--- src/rtl/encoder_pkg.sv ---
// Shared types and constants for the RGB-to-YUV frame encoder: FSM state set,
// fixed-point (Q16) colour-space coefficients and the offset/rounding terms.
package encoder_pkg;

    typedef enum logic [3:0] {
        StIdle, StRdA, StRdB, StRdC, StCapB, StCapC,
        StCscE, StCscO, StWrY, StWrU, StWrV, StDone
    } state_e;

    localparam int signed CoefYR = 16843;
    localparam int signed CoefYG = 33030;
    localparam int signed CoefYB = 6423;
    localparam int signed CoefUR = -9699;
    localparam int signed CoefUG = -19071;
    localparam int signed CoefUB = 28770;
    localparam int signed CoefVR = 28770;
    localparam int signed CoefVG = -24117;
    localparam int signed CoefVB = -4653;

    localparam int signed YOffset  = 1048576;  // 16 << 16
    localparam int signed UvOffset = 8388608;  // 128 << 16
    localparam int signed Rounding = 32768;    // 0.5 in Q16

    function automatic logic [7:0] clip8(input int signed v);
        if (v < 0) begin
            return 8'd0;
        end else if (v > 255) begin
            return 8'd255;
        end
        return v[7:0];
    endfunction

endpackage

--- src/rtl/rgb_yuv_encoder_if.sv ---
// Control and SRAM bus of the RGB-to-YUV encoder; master is the encoder side,
// slave is the memory/controller side.
interface rgb_yuv_encoder_if;
    logic        Enable;
    logic        Done;
    logic [17:0] SRAM_address;
    logic [15:0] SRAM_read_data;
    logic [15:0] SRAM_write_data;
    logic        SRAM_we_n;

    modport master (
        input  Enable, SRAM_read_data,
        output Done, SRAM_address, SRAM_write_data, SRAM_we_n
    );

    modport slave (
        output Enable, SRAM_read_data,
        input  Done, SRAM_address, SRAM_write_data, SRAM_we_n
    );
endinterface

--- src/rtl/rgb_to_yuv_csc.sv ---
// Combinational 8-bit RGB to clipped 8-bit YUV converter in Q16 fixed point;
// the encoder time-shares a single instance between the even and odd pixel.
module rgb_to_yuv_csc
    import encoder_pkg::*;
(
    input  logic [7:0] r,
    input  logic [7:0] g,
    input  logic [7:0] b,
    output logic [7:0] y,
    output logic [7:0] u,
    output logic [7:0] v
);

    int signed rs, gs, bs;

    always_comb begin
        rs = int'(r);
        gs = int'(g);
        bs = int'(b);
        y  = clip8((CoefYR * rs + CoefYG * gs + CoefYB * bs + YOffset + Rounding) >>> 16);
        u  = clip8((CoefUR * rs + CoefUG * gs + CoefUB * bs + UvOffset + Rounding) >>> 16);
        v  = clip8((CoefVR * rs + CoefVG * gs + CoefVB * bs + UvOffset + Rounding) >>> 16);
    end

endmodule

--- src/rtl/rgb_yuv_encoder.sv ---
// Frame encoder: reads packed RGB pixel pairs from SRAM, writes Y per pair and
// U/V per 4 pixels. Define UV_AVERAGE_EN to average even/odd chroma per pair.
module rgb_yuv_encoder
    import encoder_pkg::*;
#(
    parameter int unsigned IMAGE_WIDTH  = 320,
    parameter int unsigned IMAGE_HEIGHT = 240,
    parameter logic [17:0] Y_BASE       = 18'd0,
    parameter logic [17:0] U_BASE       = 18'd38400,
    parameter logic [17:0] V_BASE       = 18'd57600,
    parameter logic [17:0] RGB_BASE     = 18'd146944
) (
    input logic               Clock,
    input logic               Reset,
    rgb_yuv_encoder_if.master bus
);

    localparam logic [17:0] UvLast = 18'(IMAGE_WIDTH * IMAGE_HEIGHT / 4 - 1);

    state_e      state;
    logic        odd_pair;
    logic [17:0] rgb_cnt, y_cnt, uv_cnt;
    logic [15:0] w0, w1, w2;
    logic [7:0]  y_e, u_e, v_e, u_p0, u_p1, v_p0, v_p1;
    logic [7:0]  csc_r, csc_g, csc_b, csc_y, csc_u, csc_v, u_pair, v_pair;

    // Words are {R0,G0}, {B0,R1}, {G1,B1}; the odd pixel is converted in CSC_O.
    always_comb begin
        if (state == StCscO) begin
            {csc_r, csc_g, csc_b} = {w1[7:0], w2};
        end else begin
            {csc_r, csc_g, csc_b} = {w0, w1[15:8]};
        end
    end

    rgb_to_yuv_csc u_csc (
        .r (csc_r),
        .g (csc_g),
        .b (csc_b),
        .y (csc_y),
        .u (csc_u),
        .v (csc_v)
    );

`ifdef UV_AVERAGE_EN
    logic [8:0] u_sum, v_sum;
    always_comb begin
        u_sum  = {1'b0, u_e} + {1'b0, csc_u} + 9'd1;
        v_sum  = {1'b0, v_e} + {1'b0, csc_v} + 9'd1;
        u_pair = 8'(u_sum >> 1);
        v_pair = 8'(v_sum >> 1);
    end
`else
    always_comb begin
        u_pair = u_e;
        v_pair = v_e;
    end
`endif

    always_ff @(posedge Clock or posedge Reset) begin
        if (Reset) begin
            state               <= StIdle;
            odd_pair            <= 1'b0;
            rgb_cnt             <= '0;
            y_cnt               <= '0;
            uv_cnt              <= '0;
            {w0, w1, w2}        <= '0;
            {y_e, u_e, v_e}     <= '0;
            {u_p0, u_p1}        <= '0;
            {v_p0, v_p1}        <= '0;
            bus.Done            <= 1'b0;
            bus.SRAM_address    <= '0;
            bus.SRAM_write_data <= '0;
            bus.SRAM_we_n       <= 1'b1;
        end else begin
            case (state)
                StIdle: begin
                    if (bus.Enable) begin
                        state            <= StRdA;
                        bus.SRAM_address <= RGB_BASE + rgb_cnt;
                        rgb_cnt          <= rgb_cnt + 18'd1;
                    end
                end
                StRdA: begin
                    state            <= StRdB;
                    bus.SRAM_address <= RGB_BASE + rgb_cnt;
                    rgb_cnt          <= rgb_cnt + 18'd1;
                end
                StRdB: begin
                    state            <= StRdC;
                    bus.SRAM_address <= RGB_BASE + rgb_cnt;
                    rgb_cnt          <= rgb_cnt + 18'd1;
                end
                StRdC: begin
                    w0    <= bus.SRAM_read_data;
                    state <= StCapB;
                end
                StCapB: begin
                    w1    <= bus.SRAM_read_data;
                    state <= StCapC;
                end
                StCapC: begin
                    w2    <= bus.SRAM_read_data;
                    state <= StCscE;
                end
                StCscE: begin
                    {y_e, u_e, v_e} <= {csc_y, csc_u, csc_v};
                    state           <= StCscO;
                end
                StCscO: begin
                    if (odd_pair) begin
                        u_p1 <= u_pair;
                        v_p1 <= v_pair;
                    end else begin
                        u_p0 <= u_pair;
                        v_p0 <= v_pair;
                    end
                    bus.SRAM_address    <= Y_BASE + y_cnt;
                    bus.SRAM_write_data <= {y_e, csc_y};
                    bus.SRAM_we_n       <= 1'b0;
                    y_cnt               <= y_cnt + 18'd1;
                    state               <= StWrY;
                end
                StWrY: begin
                    odd_pair <= ~odd_pair;
                    if (odd_pair) begin
                        bus.SRAM_address    <= U_BASE + uv_cnt;
                        bus.SRAM_write_data <= {u_p0, u_p1};
                        bus.SRAM_we_n       <= 1'b0;
                        state               <= StWrU;
                    end else begin
                        bus.SRAM_address <= RGB_BASE + rgb_cnt;
                        bus.SRAM_we_n    <= 1'b1;
                        rgb_cnt          <= rgb_cnt + 18'd1;
                        state            <= StRdA;
                    end
                end
                StWrU: begin
                    bus.SRAM_address    <= V_BASE + uv_cnt;
                    bus.SRAM_write_data <= {v_p0, v_p1};
                    state               <= StWrV;
                end
                StWrV: begin
                    bus.SRAM_we_n <= 1'b1;
                    uv_cnt        <= uv_cnt + 18'd1;
                    if (uv_cnt == UvLast) begin
                        bus.Done <= 1'b1;
                        state    <= StDone;
                    end else begin
                        bus.SRAM_address <= RGB_BASE + rgb_cnt;
                        rgb_cnt          <= rgb_cnt + 18'd1;
                        state            <= StRdA;
                    end
                end
                StDone: begin
                    bus.Done      <= 1'b0;
                    bus.SRAM_we_n <= 1'b1;
                    rgb_cnt       <= '0;
                    y_cnt         <= '0;
                    uv_cnt        <= '0;
                    odd_pair      <= 1'b0;
                    state         <= StIdle;
                end
                default: state <= StIdle;
            endcase
        end
    end

endmodule
--- src/flat_wrapper.sv ---
// flat-port wrapper written by rule: the top's interface ports become plain ports
module rgb_yuv_encoder_flat import encoder_pkg::*;
#(
    parameter int unsigned IMAGE_WIDTH  = 320,
    parameter int unsigned IMAGE_HEIGHT = 240,
    parameter logic [17:0] Y_BASE       = 18'd0,
    parameter logic [17:0] U_BASE       = 18'd38400,
    parameter logic [17:0] V_BASE       = 18'd57600,
    parameter logic [17:0] RGB_BASE     = 18'd146944
)
  (Clock, Reset, bus_Enable, bus_SRAM_read_data, bus_Done, bus_SRAM_address, bus_SRAM_write_data, bus_SRAM_we_n);
  rgb_yuv_encoder_if bus_i ();
  input logic Clock;
  input logic Reset;
  input wire logic [$bits(bus_i.Enable)-1:0] bus_Enable;
  input wire logic [$bits(bus_i.SRAM_read_data)-1:0] bus_SRAM_read_data;
  output wire logic [$bits(bus_i.Done)-1:0] bus_Done;
  output wire logic [$bits(bus_i.SRAM_address)-1:0] bus_SRAM_address;
  output wire logic [$bits(bus_i.SRAM_write_data)-1:0] bus_SRAM_write_data;
  output wire logic [$bits(bus_i.SRAM_we_n)-1:0] bus_SRAM_we_n;
  assign bus_i.Enable = bus_Enable;
  assign bus_i.SRAM_read_data = bus_SRAM_read_data;
  assign bus_Done = bus_i.Done;
  assign bus_SRAM_address = bus_i.SRAM_address;
  assign bus_SRAM_write_data = bus_i.SRAM_write_data;
  assign bus_SRAM_we_n = bus_i.SRAM_we_n;
  rgb_yuv_encoder #(.IMAGE_WIDTH(IMAGE_WIDTH), .IMAGE_HEIGHT(IMAGE_HEIGHT), .Y_BASE(Y_BASE), .U_BASE(U_BASE), .V_BASE(V_BASE), .RGB_BASE(RGB_BASE)) u_core (.Clock(Clock), .Reset(Reset), .bus(bus_i));
endmodule
--- config.mk ---
export PLATFORM = sky130hd
export DESIGN_NAME = rgb_yuv_encoder_flat
export DESIGN_NICKNAME = d
export VERILOG_FILES = /design/src/rtl/encoder_pkg.sv /design/src/rtl/rgb_yuv_encoder_if.sv /design/src/rtl/rgb_to_yuv_csc.sv /design/src/rtl/rgb_yuv_encoder.sv /design/src/flat_wrapper.sv
export SDC_FILE = /design/constraint.sdc
export NUM_CORES = 2
export LEC_CHECK = 0
export BUFFER_PORTS_ARGS = -buffer_cell sky130_fd_sc_hd__buf_4
export CAP_MARGIN = 30
export CORE_UTILIZATION = 60
export DETAILED_ROUTE_END_ITERATION = 10
export GPL_TIMING_DRIVEN = 1
export HOLD_SLACK_MARGIN = 0.05
export PLACE_DENSITY = 0.88
export SYNTH_ARGS = -nofsm -noshare
export SYNTH_HDL_FRONTEND = slang
export SYNTH_SLANG_ARGS = --single-unit
--- constraint.sdc ---
create_clock -name Clock -period 26.3 [get_ports Clock]
set_clock_uncertainty 0.1 [all_clocks]
set_input_delay 5.26 -clock Clock [delete_from_list [all_inputs] [get_ports Clock]]
set_output_delay 5.26 -clock Clock [all_outputs]
set_load 0.01 [all_outputs]
==> flow_metrics.env <==
export IMPL_timing_hold_worst_path_depth=2
export IMPL_outcome="finished clean"
export IMPL_drive_gt1_share_pct=7.941
export IMPL_part_of_the_cycle_the_worst_path_needs_pct=44.72
export IMPL_worstPathRequired_ns=26.60
export IMPL_r2r_start="u_core.state[0]"
export IMPL_clk_latency_ns=0.46
export IMPL_postSynthNetCount=4003
export IMPL_grt_usage_pct=35.72
export IMPL_initial_utilization_pct=61.17
export IMPL_drt_first_pass_iters=8
export IMPL_die_w_um=226.1
export IMPL_grt_setup_unrepaired="no"
export IMPL_chipHeight_um=226.1
export IMPL_floorplan_core_area_um2=49250
export IMPL_finalSetupViolations=0
export IMPL_slew_violations=0
export IMPL_synthDominantAreaCellType="fa_1"
export IMPL_cp_arrival_ns=12.06
export IMPL_routabilityCongestion=1.075
export IMPL_critical_path_peak_fanout=38
export IMPL_synth_edff_count=0
export IMPL_clock_tree_from_tritoncts="yes"
export IMPL_slew_headroom_pct=32.06
export IMPL_dp_cell_count=3755
export IMPL_maxClockFrequency_mhz=85.02
export IMPL_dominant_register_cell_in_the_synthesized_netlist="dfrtp_1"
export IMPL_synthesis_area_per_instance_um2=9.836
export IMPL_post_synth_main_area_contributors="fa_1, ha_1, dfrtp_1"
export IMPL_setup_reg_to_reg_worst_slack_ns=14.54
export IMPL_place_area_um2=31430
export IMPL_start_kind="register"
export IMPL_synth_warnings=0
export IMPL_crit_path_end_kind="register"
export IMPL_report_final_hold_viol_count=0
export IMPL_post_cts_hold_buffer_count=0
export IMPL_fin_setup_tns_ns=0
export IMPL_placementRows=81
export IMPL_postCtsSetupRepairBufs=0
export IMPL_min_period_ns=11.76
export IMPL_routed_wire_length_per_instance_um=23.04
export IMPL_synth_cells_most_frequent="inv_1, ha_1, fa_1"
export IMPL_design_final_nets=4050
export IMPL_critical_path_max_stage_delay_ns=1.01
export IMPL_via_count_normalized_by_instance_count=5.996
export IMPL_gr_total_overflow=0
export IMPL_post_route_drc_count=0
export IMPL_crit_path_top_delay_cell="dfrtp_1"
export IMPL_dp_hpwl_mm=72.37
export IMPL_n_fill_cell=3741
export IMPL_synth_seq_area_share_pct=16.53
export IMPL_cts_root_buf="clkbuf_16"
export IMPL_final_cell_count_no_fill=3788
export IMPL_worst_r2r_path_depth=37
export IMPL_number_of_i_o_port_buffers=54
export IMPL_worst_setup_hold_path_clk_slew_ns=0.08
export IMPL_grt_pass1_vias=23706
export IMPL_floorplan_io_pins=55
export IMPL_number_of_buffers_created_by_cts=17
export IMPL_postRouteAntennaNets=0
export IMPL_multi_input_comb_area_um2=22450
export IMPL_vias=22712
export IMPL_min_delay_start="u_core.bus.SRAM_write_data[0]"
export IMPL_grt_max_degree=139
export IMPL_min_delay_worst_endpoint="u_core.bus.SRAM_write_data[0]"
export IMPL_timing_worst_slew_pin_value_ns=1.019
export IMPL_stdcell_area_um2=32040
export IMPL_most_used_cell_along_the_critical_path="fa_1"
export IMPL_cts_resized=0
export IMPL_clock_tree_htree_level_count=4
export IMPL_ys_async_sr_fraction_pct=100.0
export IMPL_post_synth_top_count_cell="inv_1"
export IMPL_global_route_wire_length_before_repair_mm=135.0
export IMPL_syn_area_um2=30130
export IMPL_total_detailed_routing_wirelength_mm=87.29
export IMPL_synth_cell_type_count=75
export IMPL_timing_rr_end="u_core.v_e[1]"
export IMPL_postSynthRegisterBits=199
export IMPL_die_area_um2=51110
export IMPL_ff_latch_area_um2=4981
export IMPL_drv_max_cap_violation_count=0
export IMPL_clock_sink_count=199
export IMPL_post_synth_top_area_fraction_pct=26.38
export IMPL_syn2layout_area_growth_pct=6.338
export IMPL_max_clock_path_buffers=2
export IMPL_setup_worst_path_class="reg2reg"
export IMPL_min_path_type="reg2reg"
export IMPL_first_iter_violations=2262
export IMPL_cells_after_synthesis=3063
export IMPL_antenna_found_initial=1
per-layer routing:
metal  global-route usage [%]  up-vias  wire length, um  share of wire (%)
met4                    18.48        2             5302                6.1
met2                    56.18     1115            39380                 45
met5                        0        -               13              0.015
li1                         -    10084                -                  -
met1                    45.74    11223            34590                 40
met3                    8.730      288             7999                9.2
logic make-up after synthesis:
kind of cell	after synthesis	share of synthesized area, %
adder cells (fa/ha/maj)	921	48.14
AO/OA/AOI/OAI	397	9.074
AND/OR/NAND/NOR	563	8.858
XOR/XNOR	156	4.535
flip-flops	199	16.53
buffers and inverters	723	9.045
multiplexers	104	3.812
worst max-delay path by stage:
stage | startpoint | end | slack (ns) | cells past startpoint
after floorplan | Reset | u_core.bus.Done | 15.52 | 1
after global placement | u_core.state[0] | u_core.v_e[3] | 15.03 | 37
after detailed placement | u_core.state[0] | u_core.v_e[0] | 14.81 | 37
after CTS | u_core.state[0] | u_core.v_e[1] | 14.67 | 37
after global routing | u_core.state[0] | u_core.v_e[1] | 13.87 | 37
final | u_core.state[0] | u_core.v_e[1] | 14.54 | 37
flip-flops by register name, summed over array words and instances, names as in the netlist, 16 cells and up:
name and flops:
u_core.bus.SRAM_address 18, u_core.rgb_cnt 18, u_core.uv_cnt 18, u_core.y_cnt 18
u_core.bus.SRAM_write_data 16, u_core.w0 16, u_core.w1 16, u_core.w2 16
area by class of cell:
type / count / area share [%]
multi-input cells: 2141 / 70.09
flip-flops and latches: 199 / 15.55
inverters: 666 / 7.827
well taps: 664 / 2.593
repair buffers: 85 / 2.043
clock buffers: 18 / 1.371
clock inverters: 14 / 0.5233
diodes: 1 / 0.007811
worst max-delay path: cells and delay by family (launching register included):
family                   cells  cell delay, ns
flip-flops                   1            1.01
buffers and inverters        6            1.25
XOR/XNOR                     1            0.17
AO/OA/AOI/OAI               13            3.03
adder cells (fa/ha/maj)     10            4.26
multiplexers                 1            0.61
AND/OR/NAND/NOR              6            1.20
cell usage in the layout (no fill, tap or decap), types with 18 or more instances in the layout:
| cell type | count |
|---|---|
| ha_1 | 524 |
| xor2_1 | 56 |
| nor3_1 | 30 |
| o21ai_0 | 78 |
| mux2i_1 | 18 |
| fa_1 | 397 |
| nand3_1 | 46 |
| a21oi_1 | 112 |
| or3_1 | 22 |
| a211oi_1 | 21 |
| nand4_1 | 24 |
| nor2_1 | 170 |
| xnor2_1 | 100 |
| dfrtp_1 | 198 |
| nand2_1 | 155 |
| and2_1 | 26 |
| a21o_1 | 25 |
| buf_4 | 83 |
| mux2_2 | 86 |
| inv_1 | 665 |
through the flow:
| step | hold slack, ns | worst slack (ns) | utilization, % |
|---|---|---|---|
| floorplan | 0.3783 | 15.52 | - |
| global placement | 0.3633 | 15.03 | 63.74 |
| detailed placement | 0.3758 | 14.81 | 63.81 |
| CTS | 0.3925 | 14.67 | 65.04 |
| global route | 0.4224 | 13.87 | 65.04 |
| finish | 0.3893 | 14.54 | 65.04 |
Power is left out: the tool's default activity adds up to more than one toggle a clock period on the data nets, which glitch-free logic cannot reach.
